### src/rtl/lenet_load_sequencer.sv
// lenet_load_sequencer: decodes register writes into weight/bias/fmap memory
// streams, starts the LeNet core once all streams are loaded, latches the
// class result and serves the status/result read registers.
module lenet_load_sequencer #(
  parameter int unsigned DATA_W   = 32,
  parameter int unsigned N_WEIGHT = 3220,
  parameter int unsigned N_BIAS   = 10,
  parameter int unsigned N_FMAP   = 784,
  parameter int unsigned RESULT_W = 4
) (
  input  logic                        clock,
  input  logic                        reset,
  input  logic                        reg_wr_en,
  input  logic [4:0]                  reg_wr_addr,
  input  logic [DATA_W-1:0]           reg_wr_data,
  input  logic                        reg_rd_en,
  input  logic [4:0]                  reg_rd_addr,
  output logic [DATA_W-1:0]           reg_rd_data,
  output logic                        w_we,
  output logic [$clog2(N_WEIGHT)-1:0] w_addr,
  output logic [DATA_W-1:0]           w_wdata,
  output logic                        b_we,
  output logic [$clog2(N_BIAS)-1:0]   b_addr,
  output logic [DATA_W-1:0]           b_wdata,
  output logic                        f_we,
  output logic [$clog2(N_FMAP)-1:0]   f_addr,
  output logic [DATA_W-1:0]           f_wdata,
  output logic                        core_start,
  input  logic                        core_done,
  input  logic [RESULT_W-1:0]         core_result
);

  localparam int unsigned W_AW = $clog2(N_WEIGHT);
  localparam int unsigned B_AW = $clog2(N_BIAS);
  localparam int unsigned F_AW = $clog2(N_FMAP);
  // Counters must be able to hold N_* itself (saturation value).
  localparam int unsigned W_CW = $clog2(N_WEIGHT + 1);
  localparam int unsigned B_CW = $clog2(N_BIAS + 1);
  localparam int unsigned F_CW = $clog2(N_FMAP + 1);

  localparam logic [4:0] A_CTRL   = 5'h00;
  localparam logic [4:0] A_WEIGHT = 5'h04;
  localparam logic [4:0] A_BIAS   = 5'h08;
  localparam logic [4:0] A_FMAP   = 5'h0C;
  localparam logic [4:0] A_STATUS = 5'h10;
  localparam logic [4:0] A_DONE   = 5'h14;
  localparam logic [4:0] A_RESULT = 5'h18;
  localparam logic [4:0] A_SRST   = 5'h1C;

  typedef enum logic [1:0] {
    S_IDLE = 2'd0,
    S_LOAD = 2'd1,
    S_RUN  = 2'd2,
    S_DONE = 2'd3
  } state_e;

  state_e                state_q, state_d;
  logic                  ctrl_q, ctrl_d;
  logic                  srst_q, srst_d;
  logic [W_CW-1:0]       w_cnt_q, w_cnt_d;
  logic [B_CW-1:0]       b_cnt_q, b_cnt_d;
  logic [F_CW-1:0]       f_cnt_q, f_cnt_d;
  logic                  ovf_q, ovf_d;
  logic                  ord_q, ord_d;
  logic                  done_q, done_d;
  logic [RESULT_W-1:0]   result_q, result_d;
  logic                  start_q, start_d;
  logic                  w_we_q, w_we_d;
  logic [W_AW-1:0]       w_addr_q, w_addr_d;
  logic [DATA_W-1:0]     w_wdata_q, w_wdata_d;
  logic                  b_we_q, b_we_d;
  logic [B_AW-1:0]       b_addr_q, b_addr_d;
  logic [DATA_W-1:0]     b_wdata_q, b_wdata_d;
  logic                  f_we_q, f_we_d;
  logic [F_AW-1:0]       f_addr_q, f_addr_d;
  logic [DATA_W-1:0]     f_wdata_q, f_wdata_d;
  logic [DATA_W-1:0]     rd_data_q, rd_data_d;

  logic wr_ctrl, wr_srst, wr_w, wr_b, wr_f;
  logic w_full, b_full, f_full;

  assign wr_ctrl = reg_wr_en && (reg_wr_addr == A_CTRL);
  assign wr_srst = reg_wr_en && (reg_wr_addr == A_SRST);
  assign wr_w    = reg_wr_en && (reg_wr_addr == A_WEIGHT);
  assign wr_b    = reg_wr_en && (reg_wr_addr == A_BIAS);
  assign wr_f    = reg_wr_en && (reg_wr_addr == A_FMAP);

  assign w_full = (w_cnt_q == W_CW'(N_WEIGHT));
  assign b_full = (b_cnt_q == B_CW'(N_BIAS));
  assign f_full = (f_cnt_q == F_CW'(N_FMAP));

  // Next-state: read decode, soft reset, CTRL clear, FSM and stream pushes.
  always_comb begin
    state_d   = state_q;
    ctrl_d    = ctrl_q;
    srst_d    = srst_q;
    w_cnt_d   = w_cnt_q;
    b_cnt_d   = b_cnt_q;
    f_cnt_d   = f_cnt_q;
    ovf_d     = ovf_q;
    ord_d     = ord_q;
    done_d    = done_q;
    result_d  = result_q;
    start_d   = 1'b0;
    w_we_d    = 1'b0;
    w_addr_d  = w_addr_q;
    w_wdata_d = w_wdata_q;
    b_we_d    = 1'b0;
    b_addr_d  = b_addr_q;
    b_wdata_d = b_wdata_q;
    f_we_d    = 1'b0;
    f_addr_d  = f_addr_q;
    f_wdata_d = f_wdata_q;
    rd_data_d = '0;

    // Reads see the pre-update register values.
    if (reg_rd_en) begin
      case (reg_rd_addr)
        A_CTRL:   rd_data_d = DATA_W'(ctrl_q);
        A_STATUS: rd_data_d = DATA_W'({ord_q, ovf_q, 1'b0, 2'(state_q)});
        A_DONE:   rd_data_d = DATA_W'(done_q);
        A_RESULT: rd_data_d = DATA_W'(result_q);
        A_SRST:   rd_data_d = DATA_W'(srst_q);
        default:  rd_data_d = '0;
      endcase
    end

    if (wr_srst) srst_d = reg_wr_data[0];

    if (srst_d) begin
      // Soft reset holds everything but SRST at its reset value.
      state_d   = S_IDLE;
      ctrl_d    = 1'b0;
      w_cnt_d   = '0;
      b_cnt_d   = '0;
      f_cnt_d   = '0;
      ovf_d     = 1'b0;
      ord_d     = 1'b0;
      done_d    = 1'b0;
      result_d  = '0;
      w_addr_d  = '0;
      w_wdata_d = '0;
      b_addr_d  = '0;
      b_wdata_d = '0;
      f_addr_d  = '0;
      f_wdata_d = '0;
    end else if (wr_ctrl && !reg_wr_data[0]) begin
      // Disable returns to IDLE and wins over a concurrent core_done.
      state_d  = S_IDLE;
      ctrl_d   = 1'b0;
      w_cnt_d  = '0;
      b_cnt_d  = '0;
      f_cnt_d  = '0;
      ovf_d    = 1'b0;
      ord_d    = 1'b0;
      done_d   = 1'b0;
      result_d = '0;
    end else begin
      if (wr_ctrl) ctrl_d = 1'b1;

      case (state_q)
        S_IDLE: if (wr_ctrl) state_d = S_LOAD;
        S_LOAD: begin
          if (w_full && b_full && f_full) begin
            state_d = S_RUN;
            start_d = 1'b1;
          end
        end
        S_RUN: begin
          if (core_done) begin
            state_d  = S_DONE;
            done_d   = 1'b1;
            result_d = core_result;
          end
        end
        default: state_d = state_q;
      endcase

      if (wr_w) begin
        if (state_q != S_LOAD) ord_d = 1'b1;
        else if (w_full) ovf_d = 1'b1;
        else begin
          w_we_d    = 1'b1;
          w_addr_d  = W_AW'(w_cnt_q);
          w_wdata_d = reg_wr_data;
          w_cnt_d   = w_cnt_q + W_CW'(1);
        end
      end

      if (wr_b) begin
        if (state_q != S_LOAD) ord_d = 1'b1;
        else if (b_full) ovf_d = 1'b1;
        else begin
          b_we_d    = 1'b1;
          b_addr_d  = B_AW'(b_cnt_q);
          b_wdata_d = reg_wr_data;
          b_cnt_d   = b_cnt_q + B_CW'(1);
        end
      end

      if (wr_f) begin
        if (state_q != S_LOAD) ord_d = 1'b1;
        else if (f_full) ovf_d = 1'b1;
        else begin
          f_we_d    = 1'b1;
          f_addr_d  = F_AW'(f_cnt_q);
          f_wdata_d = reg_wr_data;
          f_cnt_d   = f_cnt_q + F_CW'(1);
        end
      end
    end
  end

  // State and registered outputs; async reset clears everything.
  always_ff @(posedge clock or posedge reset) begin
    if (reset) begin
      state_q   <= S_IDLE;
      ctrl_q    <= 1'b0;
      srst_q    <= 1'b0;
      w_cnt_q   <= '0;
      b_cnt_q   <= '0;
      f_cnt_q   <= '0;
      ovf_q     <= 1'b0;
      ord_q     <= 1'b0;
      done_q    <= 1'b0;
      result_q  <= '0;
      start_q   <= 1'b0;
      w_we_q    <= 1'b0;
      w_addr_q  <= '0;
      w_wdata_q <= '0;
      b_we_q    <= 1'b0;
      b_addr_q  <= '0;
      b_wdata_q <= '0;
      f_we_q    <= 1'b0;
      f_addr_q  <= '0;
      f_wdata_q <= '0;
      rd_data_q <= '0;
    end else begin
      state_q   <= state_d;
      ctrl_q    <= ctrl_d;
      srst_q    <= srst_d;
      w_cnt_q   <= w_cnt_d;
      b_cnt_q   <= b_cnt_d;
      f_cnt_q   <= f_cnt_d;
      ovf_q     <= ovf_d;
      ord_q     <= ord_d;
      done_q    <= done_d;
      result_q  <= result_d;
      start_q   <= start_d;
      w_we_q    <= w_we_d;
      w_addr_q  <= w_addr_d;
      w_wdata_q <= w_wdata_d;
      b_we_q    <= b_we_d;
      b_addr_q  <= b_addr_d;
      b_wdata_q <= b_wdata_d;
      f_we_q    <= f_we_d;
      f_addr_q  <= f_addr_d;
      f_wdata_q <= f_wdata_d;
      rd_data_q <= rd_data_d;
    end
  end

  assign reg_rd_data = rd_data_q;
  assign w_we        = w_we_q;
  assign w_addr      = w_addr_q;
  assign w_wdata     = w_wdata_q;
  assign b_we        = b_we_q;
  assign b_addr      = b_addr_q;
  assign b_wdata     = b_wdata_q;
  assign f_we        = f_we_q;
  assign f_addr      = f_addr_q;
  assign f_wdata     = f_wdata_q;
  assign core_start  = start_q;

endmodule

### config.mk
export PLATFORM = sky130hd
export DESIGN_NAME = lenet_load_sequencer
export DESIGN_NICKNAME = d
export VERILOG_FILES = /design/src/rtl/lenet_load_sequencer.sv
export SDC_FILE = /design/constraint.sdc
export NUM_CORES = 1
export LEC_CHECK = 0
export ABC_AREA = 1
export BUFFER_PORTS_ARGS = -buffer_cell sky130_fd_sc_hd__buf_2
export CORE_UTILIZATION = 40
export DETAILED_ROUTE_END_ITERATION = 8
export PLACE_DENSITY_LB_ADDON = 0.05
export SYNTH_ARGS = -nofsm -noshare
export SYNTH_HDL_FRONTEND = slang
export SYNTH_SLANG_ARGS = --single-unit
### constraint.sdc
create_clock -name clock -period 6.8 [get_ports clock]
set_input_delay 1.02 -clock clock [delete_from_list [all_inputs] [get_ports clock]]
set_output_delay 1.02 -clock clock [all_outputs]
set_load 0.05 [all_outputs]
Word level (Yosys, flattened, before mapping) --
Index checks and enable logic that the tools add are counted.
Operators by class: add/sub/neg operators 3, equality and inequality tests 26, multiplexer cells 103, reduce and logical (&&, ||, !) cells 30
Operators with widths (count):
- $mux 32 | 15
- $mux 12 | 10
- $mux 10 | 10
- $mux 4 | 14
- $mux 1 | 46
- $eq 5x5->1 const B | 5
- $pmux 5 s5 | 1
- $reduce_bool 3->1 | 6
- $reduce_and 4->1 | 4
- $add 12x1->12 const B | 1
- $eq 12x12->1 const B | 1
- $ne 4x4->1 const B | 3
- $add 10x1->10 const B | 1
- $eq 10x10->1 const B | 1
- $eq 5x4->1 const B | 2
- $logic_not 5->1 | 2
- $mux 2 | 5
- $ne 2x2->1 const B | 5
- $ne 3x2->1 const B | 3
- $reduce_and 3->1 | 3
- $logic_and 1x1->1 | 8
- $pmux 2 s3 | 1
- $reduce_bool 2->1 | 3
- $eq 5x3->1 const B | 1
- other kinds (11) | 11
Storage, ports and cells: register bits after elaboration 195, input port bits 51, output and inout bits 158, logic and storage cells 183

Depth between registers and ports, before layout --
word-level depth 12, depth in mapped cells 11, mapped depth without buffers 11

Least setup slack after synthesis --
Ideal clock, no wire load.
path type in2reg, from in reg_wr_en, to reg b_addr_q[0], in the netlist b_addr[0], setup time 0.128 ns, data arrival time 2.032 ns, data required time 6.672 ns, path slack 4.640 ns, stages on the path 9, buffers on the path 2, path through inv_1 > nor2_2 > nand2_1 > nor3_2 > nand3_1 > buf_2 > buf_2 > nand3_1 > o21ai_0
On the way: longest elaborated chain between the ends 4, elaborated cells between the ends (all ways) 11, those cells by class eq/ne (3); mux (2); reduce/logical (6)
RTL lines:
- start: declaration | line 13 | input logic reg_wr_en,
- $logic_and 1x1->1 (on tied branches) | line 83, 82
- $mux 1 / $logic_and 1x1->1 (equally long branches) | line 128, 147
- $ne 2x2->1 (no source line) / $reduce_bool 2->1 (equally long branches)
- $reduce_and 4->1 (no source line)
- end signal: assignment | line 254 | b_addr_q <= b_addr_d;
- end: declaration | line 72 | logic [B_AW-1:0] b_addr_q, b_addr_d;
Several ways; a longest one is shown, not always the timed one. A chain may end at the register's enable or synchronous reset.

Final worst setup path --
from in reg_wr_addr[4], to reg b_wdata_q[0], in the netlist b_wdata[0]
On the way: longest elaborated chain between the ends 5, elaborated cells between the ends (all ways) 14, those cells by class eq/ne (5); mux (2); reduce/logical (7)
RTL lines:
- start: declaration | line 14 | input logic [4:0] reg_wr_addr,
- $eq 5x5->1 / $logic_not 5->1 (equally long branches) | line 83, 82
- $logic_and 1x1->1 (on tied branches) | line 83, 82
- $mux 1 / $logic_and 1x1->1 (equally long branches) | line 128, 147
- $ne 2x2->1 (no source line) / $reduce_bool 2->1 (equally long branches)
- $reduce_and 4->1 (no source line)
- end signal: assignment | line 255 | b_wdata_q <= b_wdata_d;
- end: declaration | line 73 | logic [DATA_W-1:0] b_wdata_q, b_wdata_d;
Several ways; a longest one is shown, not always the timed one.

==> run metrics <==
post-synthesis cell count ~900; DRT iter0 DRCs 428; pins over their slew limit 0; TritonCTS Sinks 168; clock slew at reported path FFs approximately 0.060 ns; met2 routed WL 9640 um; clock power share a little under a third; Die Width 142 um; largest family of logic cells by synthesized area simple AND/OR/NAND/NOR gates; crit path DAT between 3 and 4 ns; Comb pwr share between 20% and 30%; max layer used met4; gr ovfl total 0; Post-Synth Simple-Gate Area between 20% and 30%; measured slew at the worst slew-check pin 1.01 ns; max_cap viols 0; Yosys cell types 34; worst hold path class reg -> reg; total length of routed met3 wires 872 um; TritonCTS buffer count 17; post-DR vias/cell 4.88; drt total wl 21100 um; commonest non-fill, non-tap cell in the layout nand2_1; startpoint type of the worst setup path input port; clk_skew 0.0103 ns; Initial Utilization 41.4%; fin util 49.3%; htree depth 4; Synth Area in Adders 1.60%; vias after detailed routing 6550; commonest non-fill, non-tap cells in the layout nand2_1 (196), buf_2 (181), dfrtp_1 (168), nand3_1 (153), inv_1 (92); Final Hold Viols 0; total global-route track usage 21.8%; initial antenna violation count 0; Setup crit end kind register; cts repair resizes 0; boundary pin count 209; Setup-failing EPs final 0; leakage 5.16 nW; synth-to-layout area growth 19.1%; First-pass DRT Iterations 5; kind of critical path in -> reg; Psw 0.00113 W; Yosys warnings 0; antenna diode count 0; mapped cell area 0.00784 mm2; Synth Area in Compound Gates 6.81%; Peak Freq ~330 MHz; FF+latch count, synth roughly 170; placed inst area between 0.008 and 0.009 mm2; setup TNS 0 ns; Sequential Power Share between 40% and 50%; DRC Markers 0; Power Dens Cells 320 mW/mm2; final net count 1133; CP max FO 39; RSZ-0062 raised after global routing false; Row Count 50; largest net degree at the start of global routing 81; DPL Wire Length 14000 um; CP Data Required Time 7.14 ns; share of layout cells above drive strength 1 22.4%; final instance area 0.00934 mm2; hold_buf cts 0; Die Height 142 um; clock buffer depth 2; first-pass GRT wire length 34200 um; met1 wire length 10200 um; Avg Cell Area, Syn 8.58 um2; Worst slew margin 32.1%; Synth Area in XOR/XNOR roughly 1.2%; WL/cell roughly 16 um; post-synthesis mux area share 0%; run status complete, no violations; IO Port Bufs 181; sequential area share after synthesis 53.6%; Net Sw Frac 37.9%; IR drop worst, VDD 0.181 mV; post-route ant nets 0; clk root buf clkbuf_16; crit path time final 3.01 ns; worst skew pair latency approximately 0.42 ns; GPL Wtd Cong 0.787; vias in the first global route 6220; die footprint 0.0202 mm2; postcts setup bufs 0; Pint 0.00186 W; TritonCTS clock tree built; period utilization between 40 and 50%; CORE AREA 0.0190 mm2; Hold WS between 0.5 and 0.6 ns
## cells in the mapped netlist
| library cell | count | area, um2 |
|---|---|---|
| inv_1 | 93 | 349 |
| nor2_4 | 2 | 22.5 |
| inv_2 | 2 | 7.51 |
| nor4_1 | 1 | 6.26 |
| o21ai_0 | 69 | 345 |
| nand4_1 | 12 | 75.1 |
| clkbuf_1 | 4 | 15.0 |
| dfrtp_1 | 168 | 4200 |
| xor2_1 | 9 | 78.8 |
| conb_1 | 1 | 3.75 |
| nand3_2 | 1 | 10.0 |
| nand2_4 | 3 | 33.8 |
| ha_1 | 10 | 125 |
| buf_6 | 3 | 33.8 |
| a21oi_1 | 4 | 20.0 |
| nand2_2 | 7 | 43.8 |
| o21bai_1 | 2 | 15.0 |
| xnor2_1 | 2 | 17.5 |
| inv_4 | 1 | 6.26 |
| nand3b_1 | 3 | 22.5 |
| o22ai_2 | 4 | 50.1 |
| nor2_2 | 3 | 18.8 |
| nand3_1 | 154 | 771 |
| nor3_1 | 11 | 55.1 |
| o21ai_1 | 12 | 60.1 |
| nand2_1 | 197 | 739 |
| nor3_2 | 1 | 10.0 |
| nand4_2 | 1 | 12.5 |
| buf_4 | 27 | 203 |
| buf_2 | 38 | 190 |
| nor2_1 | 59 | 221 |
| nor2_8 | 1 | 20.0 |
| o22ai_1 | 7 | 43.8 |
| or2_2 | 2 | 12.5 |
## worst max-delay path, cell delays in order
cell and delay (ns):
buf_2 0.11, nor2_2 0.17, nand2_1 0.10, nor3_2 0.17, nand3_2 0.69, nand2_2 0.85
nor2_1 0.09, a21oi_1 0.13
## registers in the layout, indices dropped and copies added, names as in the netlist, 2 cells and up
signal and flops:
b_addr 4, b_cnt_q 4, b_wdata 32, f_addr 10
f_cnt_q 10, f_wdata 32, reg_rd_data 5, result_q 4
state_q 2, w_addr 12, w_cnt_q 12, w_wdata 32
## stage by stage
stage | instances | power [W] | worst slack (ns)
3_3_place_gp | 1313 | 0.00207 | 3.35
2_1_floorplan | 940 | 0.00186 | 1.23
4_1_cts | 1342 | 0.00302 | 3.71
5_1_grt | 1342 | 0.00314 | 3.42
3_5_place_dp | 1313 | 0.00207 | 3.29
6_report | 1342 | 0.00299 | 3.79
## area by class of cell
cell class	instances	area, um2
fill	1921	9620
timing repair buffer	185	936
tap	260	325
clock inverter	7	97.6
multi-input combinational	604	2940
inverter	96	368
sequential	168	4200
clock buffer	22	464
## worst paths after layout
path                                         startpoint                 endpoint  slack [ns]  cells past startpoint
min in group asynchronous                         reset  w_wdata[26]$_DFFE_PP0P_        0.73                      2
worst max register to register   state_q[1]$_DFFE_PP0P_   b_wdata[0]$_DFFE_PP0P_        3.96                      6
worst min-delay path            f_wdata[28]$_DFFE_PP0P_  f_wdata[28]$_DFFE_PP0P_        0.50                      2
worst min register to register  f_wdata[28]$_DFFE_PP0P_  f_wdata[28]$_DFFE_PP0P_        0.50                      2
max in group asynchronous                         reset   f_wdata[8]$_DFFE_PP0P_        4.98                      3
worst max-delay path                     reg_wr_addr[4]   b_wdata[0]$_DFFE_PP0P_        3.79                      8
## kinds of logic (layout without fill, tap and decap cells)
logic type,count (synthesis),after routing
compound gates,98,98
other cells,1,27
simple gates,458,458
flops,168,168
fa+ha+maj,10,10
buf+inv,168,310
xor+xnor,11,11
## power by group through the flow
stage / combinational (W) / sequential [W] / clock [W]
2_1_floorplan: 0.000365 / 0.00150 / 0
3_3_place_gp: 0.000850 / 0.00122 / 0
3_5_place_dp: 0.000852 / 0.00122 / 0
4_1_cts: 0.000854 / 0.00120 / 0.000965
5_1_grt: 0.000915 / 0.00122 / 0.00100
6_report: 0.000844 / 0.00120 / 0.000945
## routing by layer
layer	up-vias	global-route usage [%]
met3	20	3.50
met1	3130	30.8
met2	180	34.3
li1	3220	-
met5	-	0
met4	0	7.13
No activity file was read; power rests on OpenSTA's default activity.
